<file path="src/rtl/membus_arbiter_n_if.sv">
// membus_arbiter_n_if: requester, response and downstream memory signals of the N-channel arbiter.
// slave modport is the arbiter's view; master modport is the requester/memory side.
interface membus_arbiter_n_if #(
  parameter int NCH    = 4,
  parameter int ADDR_W = 32
);
  logic [NCH-1:0]        req_valid;
  logic [NCH-1:0]        req_ready;
  logic [NCH*ADDR_W-1:0] req_addr;
  logic [NCH-1:0]        req_wen;
  logic [NCH*32-1:0]     req_wdata;
  logic [NCH*4-1:0]      req_wmask;
  logic [NCH-1:0]        resp_valid;
  logic                  resp_error;
  logic [31:0]           resp_rdata;
  logic                  mem_req_valid;
  logic                  mem_req_ready;
  logic [ADDR_W-1:0]     mem_req_addr;
  logic                  mem_req_wen;
  logic [31:0]           mem_req_wdata;
  logic [3:0]            mem_req_wmask;
  logic                  mem_resp_valid;
  logic                  mem_resp_error;
  logic [31:0]           mem_resp_rdata;
  logic                  unexpected_resp;
  modport slave (
    input  req_valid, req_addr, req_wen, req_wdata, req_wmask,
    input  mem_req_ready, mem_resp_valid, mem_resp_error, mem_resp_rdata,
    output req_ready, resp_valid, resp_error, resp_rdata,
    output mem_req_valid, mem_req_addr, mem_req_wen, mem_req_wdata, mem_req_wmask,
    output unexpected_resp
  );
  modport master (
    output req_valid, req_addr, req_wen, req_wdata, req_wmask,
    output mem_req_ready, mem_resp_valid, mem_resp_error, mem_resp_rdata,
    input  req_ready, resp_valid, resp_error, resp_rdata,
    input  mem_req_valid, mem_req_addr, mem_req_wen, mem_req_wdata, mem_req_wmask,
    input  unexpected_resp
  );
endinterface

</file>
<file path="src/rtl/membus_arbiter_n.sv">
// membus_arbiter_n: round-robin arbiter of NCH requesters onto one memory port with in-order response routing.
// Ports: clk, reset_n (async active-low), bus (membus_arbiter_n_if.slave: requester, response and memory signals).
module membus_arbiter_n #(
  parameter int NCH     = 4,
  parameter int ADDR_W  = 32,
  parameter int MAX_OUT = 4
) (
  input logic               clk,
  input logic               reset_n,
  membus_arbiter_n_if.slave bus
);
  localparam int CW = $clog2(NCH);
  localparam int PW = $clog2(MAX_OUT);
  typedef enum logic {ARB, HOLD} state_t;
  state_t        state, state_n;
  logic [CW-1:0] rr_ptr, locked_ch, rr_grant, grant, idx;
  logic [CW-1:0] ids [MAX_OUT];
  logic [PW-1:0] wr_ptr, rd_ptr;
  logic [PW:0]   count;
  logic          full, offer, push, pop, unexp;
  // Reverse scan so the last hit is the first valid channel at or after rr_ptr.
  always_comb begin
    rr_grant = rr_ptr;
    idx = '0;
    for (int i = NCH - 1; i >= 0; i--) begin
      idx = CW'((int'(rr_ptr) + i) % NCH);
      if (bus.req_valid[idx]) rr_grant = idx;
    end
  end
  // HOLD pins the grant while an offered request waits for mem_req_ready.
  always_comb begin
    state_n = push ? ARB : offer ? HOLD : state;
  end
  assign grant = (state == HOLD) ? locked_ch : rr_grant;
  assign full  = count == (PW+1)'(MAX_OUT);
  assign offer = reset_n & bus.req_valid[grant] & ~full;
  assign push  = offer & bus.mem_req_ready;
  assign pop   = reset_n & bus.mem_resp_valid & (count != '0);
  assign bus.mem_req_valid   = offer;
  assign bus.mem_req_addr    = reset_n ? bus.req_addr[int'(grant)*ADDR_W +: ADDR_W] : '0;
  assign bus.mem_req_wen     = reset_n & bus.req_wen[grant];
  assign bus.mem_req_wdata   = reset_n ? bus.req_wdata[int'(grant)*32 +: 32] : '0;
  assign bus.mem_req_wmask   = reset_n ? bus.req_wmask[int'(grant)*4 +: 4] : '0;
  assign bus.req_ready       = push ? NCH'(1) << grant : '0;
  assign bus.resp_valid      = pop ? NCH'(1) << ids[rd_ptr] : '0;
  assign bus.resp_error      = pop & bus.mem_resp_error;
  assign bus.resp_rdata      = pop ? bus.mem_resp_rdata : '0;
  assign bus.unexpected_resp = unexp;
  always_ff @(posedge clk) begin
    if (push) ids[wr_ptr] <= grant;
  end
  always_ff @(posedge clk or negedge reset_n) begin
    if (!reset_n) begin
      state     <= ARB;
      rr_ptr    <= '0;
      locked_ch <= '0;
      wr_ptr    <= '0;
      rd_ptr    <= '0;
      count     <= '0;
      unexp     <= 1'b0;
    end else begin
      state <= state_n;
      if (offer && !bus.mem_req_ready) locked_ch <= grant;
      if (push) rr_ptr <= (grant == CW'(NCH - 1)) ? '0 : grant + 1'b1;
      if (push) wr_ptr <= wr_ptr + 1'b1;
      if (pop) rd_ptr <= rd_ptr + 1'b1;
      count <= count + (PW+1)'(push) - (PW+1)'(pop);
      if (bus.mem_resp_valid && count == '0) unexp <= 1'b1;
    end
  end
endmodule

</file>
<file path="src/flat_wrapper.sv">
// flat-port wrapper written by rule: the top's interface ports become plain ports
module membus_arbiter_n_flat 
#(
  parameter int NCH     = 4,
  parameter int ADDR_W  = 32,
  parameter int MAX_OUT = 4
)
  (clk, reset_n, bus_req_valid, bus_req_addr, bus_req_wen, bus_req_wdata, bus_req_wmask, bus_mem_req_ready, bus_mem_resp_valid, bus_mem_resp_error, bus_mem_resp_rdata, bus_req_ready, bus_resp_valid, bus_resp_error, bus_resp_rdata, bus_mem_req_valid, bus_mem_req_addr, bus_mem_req_wen, bus_mem_req_wdata, bus_mem_req_wmask, bus_unexpected_resp);
  membus_arbiter_n_if #(.NCH(NCH), .ADDR_W(ADDR_W)) bus_i ();
  input logic clk;
  input logic reset_n;
  input wire logic [$bits(bus_i.req_valid)-1:0] bus_req_valid;
  input wire logic [$bits(bus_i.req_addr)-1:0] bus_req_addr;
  input wire logic [$bits(bus_i.req_wen)-1:0] bus_req_wen;
  input wire logic [$bits(bus_i.req_wdata)-1:0] bus_req_wdata;
  input wire logic [$bits(bus_i.req_wmask)-1:0] bus_req_wmask;
  input wire logic [$bits(bus_i.mem_req_ready)-1:0] bus_mem_req_ready;
  input wire logic [$bits(bus_i.mem_resp_valid)-1:0] bus_mem_resp_valid;
  input wire logic [$bits(bus_i.mem_resp_error)-1:0] bus_mem_resp_error;
  input wire logic [$bits(bus_i.mem_resp_rdata)-1:0] bus_mem_resp_rdata;
  output wire logic [$bits(bus_i.req_ready)-1:0] bus_req_ready;
  output wire logic [$bits(bus_i.resp_valid)-1:0] bus_resp_valid;
  output wire logic [$bits(bus_i.resp_error)-1:0] bus_resp_error;
  output wire logic [$bits(bus_i.resp_rdata)-1:0] bus_resp_rdata;
  output wire logic [$bits(bus_i.mem_req_valid)-1:0] bus_mem_req_valid;
  output wire logic [$bits(bus_i.mem_req_addr)-1:0] bus_mem_req_addr;
  output wire logic [$bits(bus_i.mem_req_wen)-1:0] bus_mem_req_wen;
  output wire logic [$bits(bus_i.mem_req_wdata)-1:0] bus_mem_req_wdata;
  output wire logic [$bits(bus_i.mem_req_wmask)-1:0] bus_mem_req_wmask;
  output wire logic [$bits(bus_i.unexpected_resp)-1:0] bus_unexpected_resp;
  assign bus_i.req_valid = bus_req_valid;
  assign bus_i.req_addr = bus_req_addr;
  assign bus_i.req_wen = bus_req_wen;
  assign bus_i.req_wdata = bus_req_wdata;
  assign bus_i.req_wmask = bus_req_wmask;
  assign bus_i.mem_req_ready = bus_mem_req_ready;
  assign bus_i.mem_resp_valid = bus_mem_resp_valid;
  assign bus_i.mem_resp_error = bus_mem_resp_error;
  assign bus_i.mem_resp_rdata = bus_mem_resp_rdata;
  assign bus_req_ready = bus_i.req_ready;
  assign bus_resp_valid = bus_i.resp_valid;
  assign bus_resp_error = bus_i.resp_error;
  assign bus_resp_rdata = bus_i.resp_rdata;
  assign bus_mem_req_valid = bus_i.mem_req_valid;
  assign bus_mem_req_addr = bus_i.mem_req_addr;
  assign bus_mem_req_wen = bus_i.mem_req_wen;
  assign bus_mem_req_wdata = bus_i.mem_req_wdata;
  assign bus_mem_req_wmask = bus_i.mem_req_wmask;
  assign bus_unexpected_resp = bus_i.unexpected_resp;
  membus_arbiter_n #(.NCH(NCH), .ADDR_W(ADDR_W), .MAX_OUT(MAX_OUT)) u_core (.clk(clk), .reset_n(reset_n), .bus(bus_i));
endmodule
</file>
<file path="config.mk">
export PLATFORM = sky130hd
export DESIGN_NAME = membus_arbiter_n_flat
export DESIGN_NICKNAME = d
export VERILOG_FILES = /design/src/rtl/membus_arbiter_n_if.sv /design/src/rtl/membus_arbiter_n.sv /design/src/flat_wrapper.sv
export SDC_FILE = /design/constraint.sdc
export NUM_CORES = 1
export LEC_CHECK = 0
export ABC_AREA = 1
export ABC_CLOCK_PERIOD_IN_PS = 2480
export CORE_AREA = 3 3 165 167
export CTS_BUF_LIST = sky130_fd_sc_hd__clkbuf_4
export CTS_CLUSTER_SIZE = 20
export DETAILED_ROUTE_END_ITERATION = 8
export DIE_AREA = 0 0 168 170
export PLACE_DENSITY_LB_ADDON = 0.12
export SLEW_MARGIN = 10
export SYNTH_ARGS = -nofsm -noshare
export SYNTH_HDL_FRONTEND = slang
export SYNTH_SLANG_ARGS = --single-unit
</file>
<file path="constraint.sdc">
create_clock -name clk -period 2.48 [get_ports clk]
set_input_delay 0.496 -clock clk [delete_from_list [all_inputs] [get_ports clk]]
set_output_delay 0.496 -clock clk [all_outputs]
set_load 0.01 [all_outputs]
</file>
* Yosys cells after proc, flatten, opt, wreduce, memory -nomap -nowiden
Memory sizes are Yosys's and may differ from the RTL's. Cells that the tools add are included.
Word-level totals: memories 1, RAM bits 8, word-level logic and storage cells 70, flip-flop bits (word level) 13, output and inout port bits 112, input bits 317
Cells by class: shift operators 5, bitwise operators 8, equality and inequality tests 2, multiplexer cells 28, reductions and logical operators 6, add/sub/neg operators 8, $lt $le $gt $ge 5
Memory list:
- u_core.ids | words 4, width 2, rd ports 1, clocked after Yosys merged registers in 0, write ports 1, line membus_arbiter_n.sv:17 | logic [CW-1:0] ids [MAX_OUT];
Operators with widths (count):
- $shiftx A128 B8 Y32 | 2
- $mux W32 | 3
- $shiftx A16 B5 Y4 | 1
- $lt A2 B3 Y1 const B | 5
- $bmux W1 S2 | 6
- $mux W2 | 6
- $mux W4 | 3
- $mux W1 | 10
- $add A2 B1 Y2 const B | 4
- $shl A1 B2 Y4 const A | 2
- $and A1 B1 Y1 | 7
- $add A2 B2 Y2 const B | 2
- $add A3 B1 Y3 | 1
- $eq A3 B3 Y1 const B | 1
- $logic_not A3 Y1 | 1
- $reduce_bool A3 Y1 | 1
- $sub A3 B1 Y3 | 1
- $eq A2 B2 Y1 const B | 1
- $logic_and A1 B1 Y1 | 2
- $reduce_bool A2 Y1 | 1
- $logic_not A1 Y1 | 1
- $not A1 Y1 | 1

* Logic depth before layout (Yosys ltp)
depth after elaboration 15, mapped depth 21, depth with buffers taken out 20

* Worst setup path before layout
OpenSTA, ideal clock, no wires.
kind in2reg, start point input port bus_req_valid[3], end point register u_core.count[2], data arrival time 2.388 ns, buffers on the path 1, cell stages on the path 19, slack -0.036 ns, path through inv_1 > o21ai_1 > nand2_1 > nand2_1 > inv_2 > nand3_1 > nand2_1 > nand2_1 > nand2_1 > nand2_4 > clkinv_2 > nand3_2 > nand2_4 > nand3_2 > buf_6 > inv_1 > ha_1 > fa_1 > xor2_1
Between the ends: longest elaborated chain between the ends 14, elaborated cells between the ends (all ways) 20, classes of those cells add/sub: 2; mux: 15; bitwise: 3
Ends and longest elaborated chain:
- start: declaration | line flat_wrapper.sv:12 | input wire logic [$bits(bus_i.req_valid)-1:0] bus_req_valid;
- $bmux W1 S2 | line membus_arbiter_n.sv:27 | if (bus.req_valid[idx]) rr_grant = idx;
- $mux W1 (implied by the code) | line membus_arbiter_n.sv:27
- $mux W2 (4 in a row) | line membus_arbiter_n.sv:27
- $mux W2 | line membus_arbiter_n.sv:34 | assign grant = (state == HOLD) ? locked_ch : rr_grant;
- $bmux W1 S2 * | line membus_arbiter_n.sv:36 | assign offer = reset_n & bus.req_valid[grant] & ~full;
- $mux W1 (implied by the code) * | line membus_arbiter_n.sv:36
- $and A1 B1 Y1 * (2 in a row) | line membus_arbiter_n.sv:36
- $and A1 B1 Y1 * | line membus_arbiter_n.sv:37 | assign push = offer & bus.mem_req_ready;
- via u_core.push | line membus_arbiter_n.sv:20 | logic full, offer, push, pop, unexp;
- $add A3 B1 Y3 * | line membus_arbiter_n.sv:67 | count <= count + (PW+1)'(push) - (PW+1)'(pop);
- $sub A3 B1 Y3 * | line membus_arbiter_n.sv:67
- end signal: assignment | line membus_arbiter_n.sv:67
- end: declaration | line membus_arbiter_n.sv:19 | logic [PW:0] count;
The timed path passes the listed nets; every way through them passes the cells marked *. The select of a mux whose other input is x is not followed. A chain may end at the register's enable or synchronous reset.

* Final worst setup path
start point register u_core.rr_ptr[0], end point output port bus_mem_req_addr[0]
Between the ends: longest elaborated chain between the ends 10, elaborated cells between the ends (all ways) 18, classes of those cells add/sub: 3; shift: 1; mux: 14
Ends and longest elaborated chain:
- start: declaration | line membus_arbiter_n.sv:16 | logic [CW-1:0] rr_ptr, locked_ch, rr_grant, grant, idx;
- start signal: assignment | line membus_arbiter_n.sv:64 | if (push) rr_ptr <= (grant == CW'(NCH - 1)) ? '0 : grant + 1'b1;
- $add A2 B2 Y2 | line membus_arbiter_n.sv:26 | idx = CW'((int'(rr_ptr) + i) % NCH);
- $bmux W1 S2 | line membus_arbiter_n.sv:27
- $mux W1 (implied by the code) | line membus_arbiter_n.sv:27
- $mux W2 (3 in a row) | line membus_arbiter_n.sv:27
- $mux W2 * | line membus_arbiter_n.sv:27
- $mux W2 * | line membus_arbiter_n.sv:34
- $shiftx A128 B8 Y32 * | line membus_arbiter_n.sv:40 | assign bus.mem_req_addr = reset_n ? bus.req_addr[int'(grant)*ADDR_W +: ADDR_W] : '0;
- $mux W32 * | line membus_arbiter_n.sv:40
- end: declaration | line flat_wrapper.sv:26 | output wire logic [$bits(bus_i.mem_req_addr)-1:0] bus_mem_req_addr;
Every way passes the cells marked *; elsewhere a longest branch is shown, timed or not. The select of a mux whose other input is x is not followed.

==> flow_summary.ini <==
[timing]
max_slew_margin_pct = 80.56
setup_ws_ns = -0.6281
skew_ns = 0.004643
fin_hold_ws_ns = 0.3155
fin_crit_sh_pct = 125.3
setup_viol = 88
period_needed_ns = 3.108
hold_viol = 0
report.final.slew_viol_count = 0
clock.fmax_mhz = 321.7
grt_setup_unrepaired = yes
worst_pin_slew_ns = 0.2905

[clock_tree]
clkSinkCount = 21
cts_buffers = 3
cts_tree = yes
root_buffer = clkbuf_4
clk_latency_ns = 0.30
clockBufferDepth = 2
clkTransAtPathRegs_ns = 0.12
holdBufCountCts = 0
h-tree-depth = 1

[synth]
synthTopCellsByCount = 184 x nor2_1, 140 x a21oi_1, 129 x inv_1
ys_ff_latch = 21
syn_area_um2 = 4105
yosys.area.top_type = a21oi_1
yosysUniqueCellTypes = 31
ys_seq_area_share_pct = 13.78
syn-num-nets = 1112
syn_avg_cell_area_um2 = 5.236
synthMostInstantiatedCell = nor2_1
ys_warn_count = 0
synth.top_cells.by_area = a21oi_1 17%, nor2_1 17%, o21ai_1 12%
ys.flop_type = dfrtp_1
synth_top_area_share_pct = 17.07
async_flop_share_pct = 61.90
postSynthCellCount = 784
synth_edf_count = 8

[power_and_ir_drop]
switching_share_pct = 49.08
p_leak_nw = 4.958
power.total_mw = 15.92
switchingPower_mw = 7.813
power.internal_mw = 8.107
p_comb_share_pct = 94.8
power.clock.fraction_pct = 1.1
peakVddDrop_mv = 0.7569
p_seq_share_pct = 4.1
p_per_area_nw_per_um2 = 1475

[layout]
n_fill_cell = 2787
finalNetCount = 1625
seq_area_um2 = 568.0
multi_input_area_um2 = 3462
final_cell_area_um2 = 10790
finalCoreUtilization_pct = 41.66
drive_above_1_share_pct = 30.09
area_growth_pct = 162.9

[min_path]
hp-class = in -> async

[worst_setup_path]
required_ns = 1.98
setup.worst_path.class = reg -> out
path_cells = buf_12 -> nand2_4 -> nand2_4 -> nand2_2 -> buf_4 -> nand3_1 -> nand3_1 -> nand2_1 -> nand2_1 -> nand2_2 -> nand2_4 -> clkinv_8 -> buf_12 -> buf_12 -> nor2_1 -> o21ai_0 -> a21oi_1 -> buf_2
max_stage_delay_ns = 0.47
path_buf_inv = 6
cpLargestDelayFamily = buffers and inverters
worst-path-max-fanout = 9
arrival_ns = 2.61
cp_slowest_cell = dfrtp_2
cp-start-kind = flip-flop
end_kind = output pin

[drt]
drtPass1Iterations = 5
drt-total-wl_mm = 29.10
via_count = 7029
drtIter0Drc = 226
ant_nets = 0
drc = 0
vias_per_cell = 4.304
wl_per_cell_um = 17.82

[flow_run]
cap_violations = 0

[placement]
place_area_um2 = 9284
place_congestion = 0.8940
dp_hpwl_mm = 21.99
io_buffer_count = 428
place_ws_ns = -1.185

[floorplan]
die_x_um = 168
die_y_um = 170
std_cell_rows = 59
die-area_um2 = 28560
start_util_pct = 15.84
io_pins = 429
core_um2 = 25910

[global_routing]
antenna_found_initial = 4
grt_pass1_vias = 6777
grt_first_pass_wirelength_mm = 39.85
grt_max_degree = 37
gr-usage-all-layers_pct = 17.82
overflow = 0

[run_status]
failed_checks = negative setup slack
status = finished with violations
layer usage:
metal | global-route usage (%) | up-vias | wire (µm)
met5 | 0 | - | 27
met4 | 4.482 | 4 | 678
met3 | 5.134 | 38 | 2461
met2 | 32.10 | 272 | 14680
met1 | 20.81 | 3174 | 11260
li1 | - | 3541 | -
stage by stage:
stage	TNS, ns	std cells
after floorplan	0	784
after global placement	-100.79	1565
after detailed placement	-99.53	1565
after CTS	-44.28	1600
after global routing	-64.18	1633
final	-47.04	1633
worst register-to-register path: cells and delay by family, from the launching register on:
family / cells / cell delay (ns)
adder cells (fa/ha/maj): 2 / 0.55
AO/OA/AOI/OAI: 1 / 0.13
AND/OR/NAND/NOR: 12 / 0.95
buffers and inverters: 7 / 0.82
flip-flops: 1 / 0.47
cell usage in the layout (no fill, tap or decap), types with 15 or more instances in the layout:
cell type	Yosys	routed
o21ai_0	40	15
dlygate4sd2_1	0	42
buf_2	18	64
nor2_1	184	130
o21ai_2	0	16
nor2_2	0	31
o21ai_1	100	107
buf_6	11	22
nor2_4	0	23
nand2_1	60	31
buf_12	0	20
inv_1	129	124
clkdlybuf4s50_1	0	312
a21oi_1	140	98
buf_4	1	71
a21oi_2	0	38
nand2_2	1	20
path summary, 6_finish.rpt:
path,slack (ns),end,depth (start not counted),from
max,-0.63,bus_mem_req_addr[0],18,u_core.rr_ptr[0]
min,0.32,u_core.rd_ptr[1],2,reset_n
max reg2reg,-0.54,u_core.count[1],22,u_core.rr_ptr[0]
min reg2reg,0.47,u_core.bus.unexpected_resp,1,u_core.bus.unexpected_resp
max in group asynchronous,1.96,u_core.rr_ptr[0],2,reset_n
min in group clk,0.47,u_core.bus.unexpected_resp,1,u_core.bus.unexpected_resp
cell families after synthesis:
logic type,Yosys count,share of synthesized area [%]
DFF,21,13.78
AOI/OAI and AO/OA,283,34.68
xor gates and xnor gates,4,0.8536
and+or+nand+nor,272,26.82
buffers and inverters,193,20.33
adders and majority gates,11,3.536
registers in the layout, indices dropped and copies added (netlist names):
register	count
u_core.ids	8
u_core.locked_ch	2
u_core.rr_ptr	2
u_core.state	1
u_core.rd_ptr	2
u_core.count	3
u_core.wr_ptr	2
u_core.bus.unexpected_resp	1
layout make-up:
class                   count  area share (%)
inverters                 136           5.031
repair buffers            564           53.27
flip-flops and latches     21           5.263
well taps                 335           3.883
diodes                      2         0.04637
repair inverters            1          0.1507
multi-input cells         570           32.07
clock buffers               4          0.2782
repair_timing:
item | 4_1_cts | 5_1_grt
buffers inserted | 21 | 22
resized for setup | 455 | 200
hold endpoints to repair | 0 | 0
cloned | 10 | 12
pin swaps | 26 | 55
setup endpoints to repair | 128 | 92
power by group through the flow:
| stage | clock network, mW | logic (mW) | registers, mW |
|---|---|---|---|
| floorplan | 0 | 5.63 | 0.596 |
| global route | 0.207 | 16.4 | 0.665 |
| global placement | 0 | 10.6 | 0.632 |
| CTS | 0.187 | 12.3 | 0.628 |
| detailed placement | 0 | 10.6 | 0.632 |
| finish | 0.178 | 15.1 | 0.647 |
No activity file was read; power rests on OpenSTA's default activity.
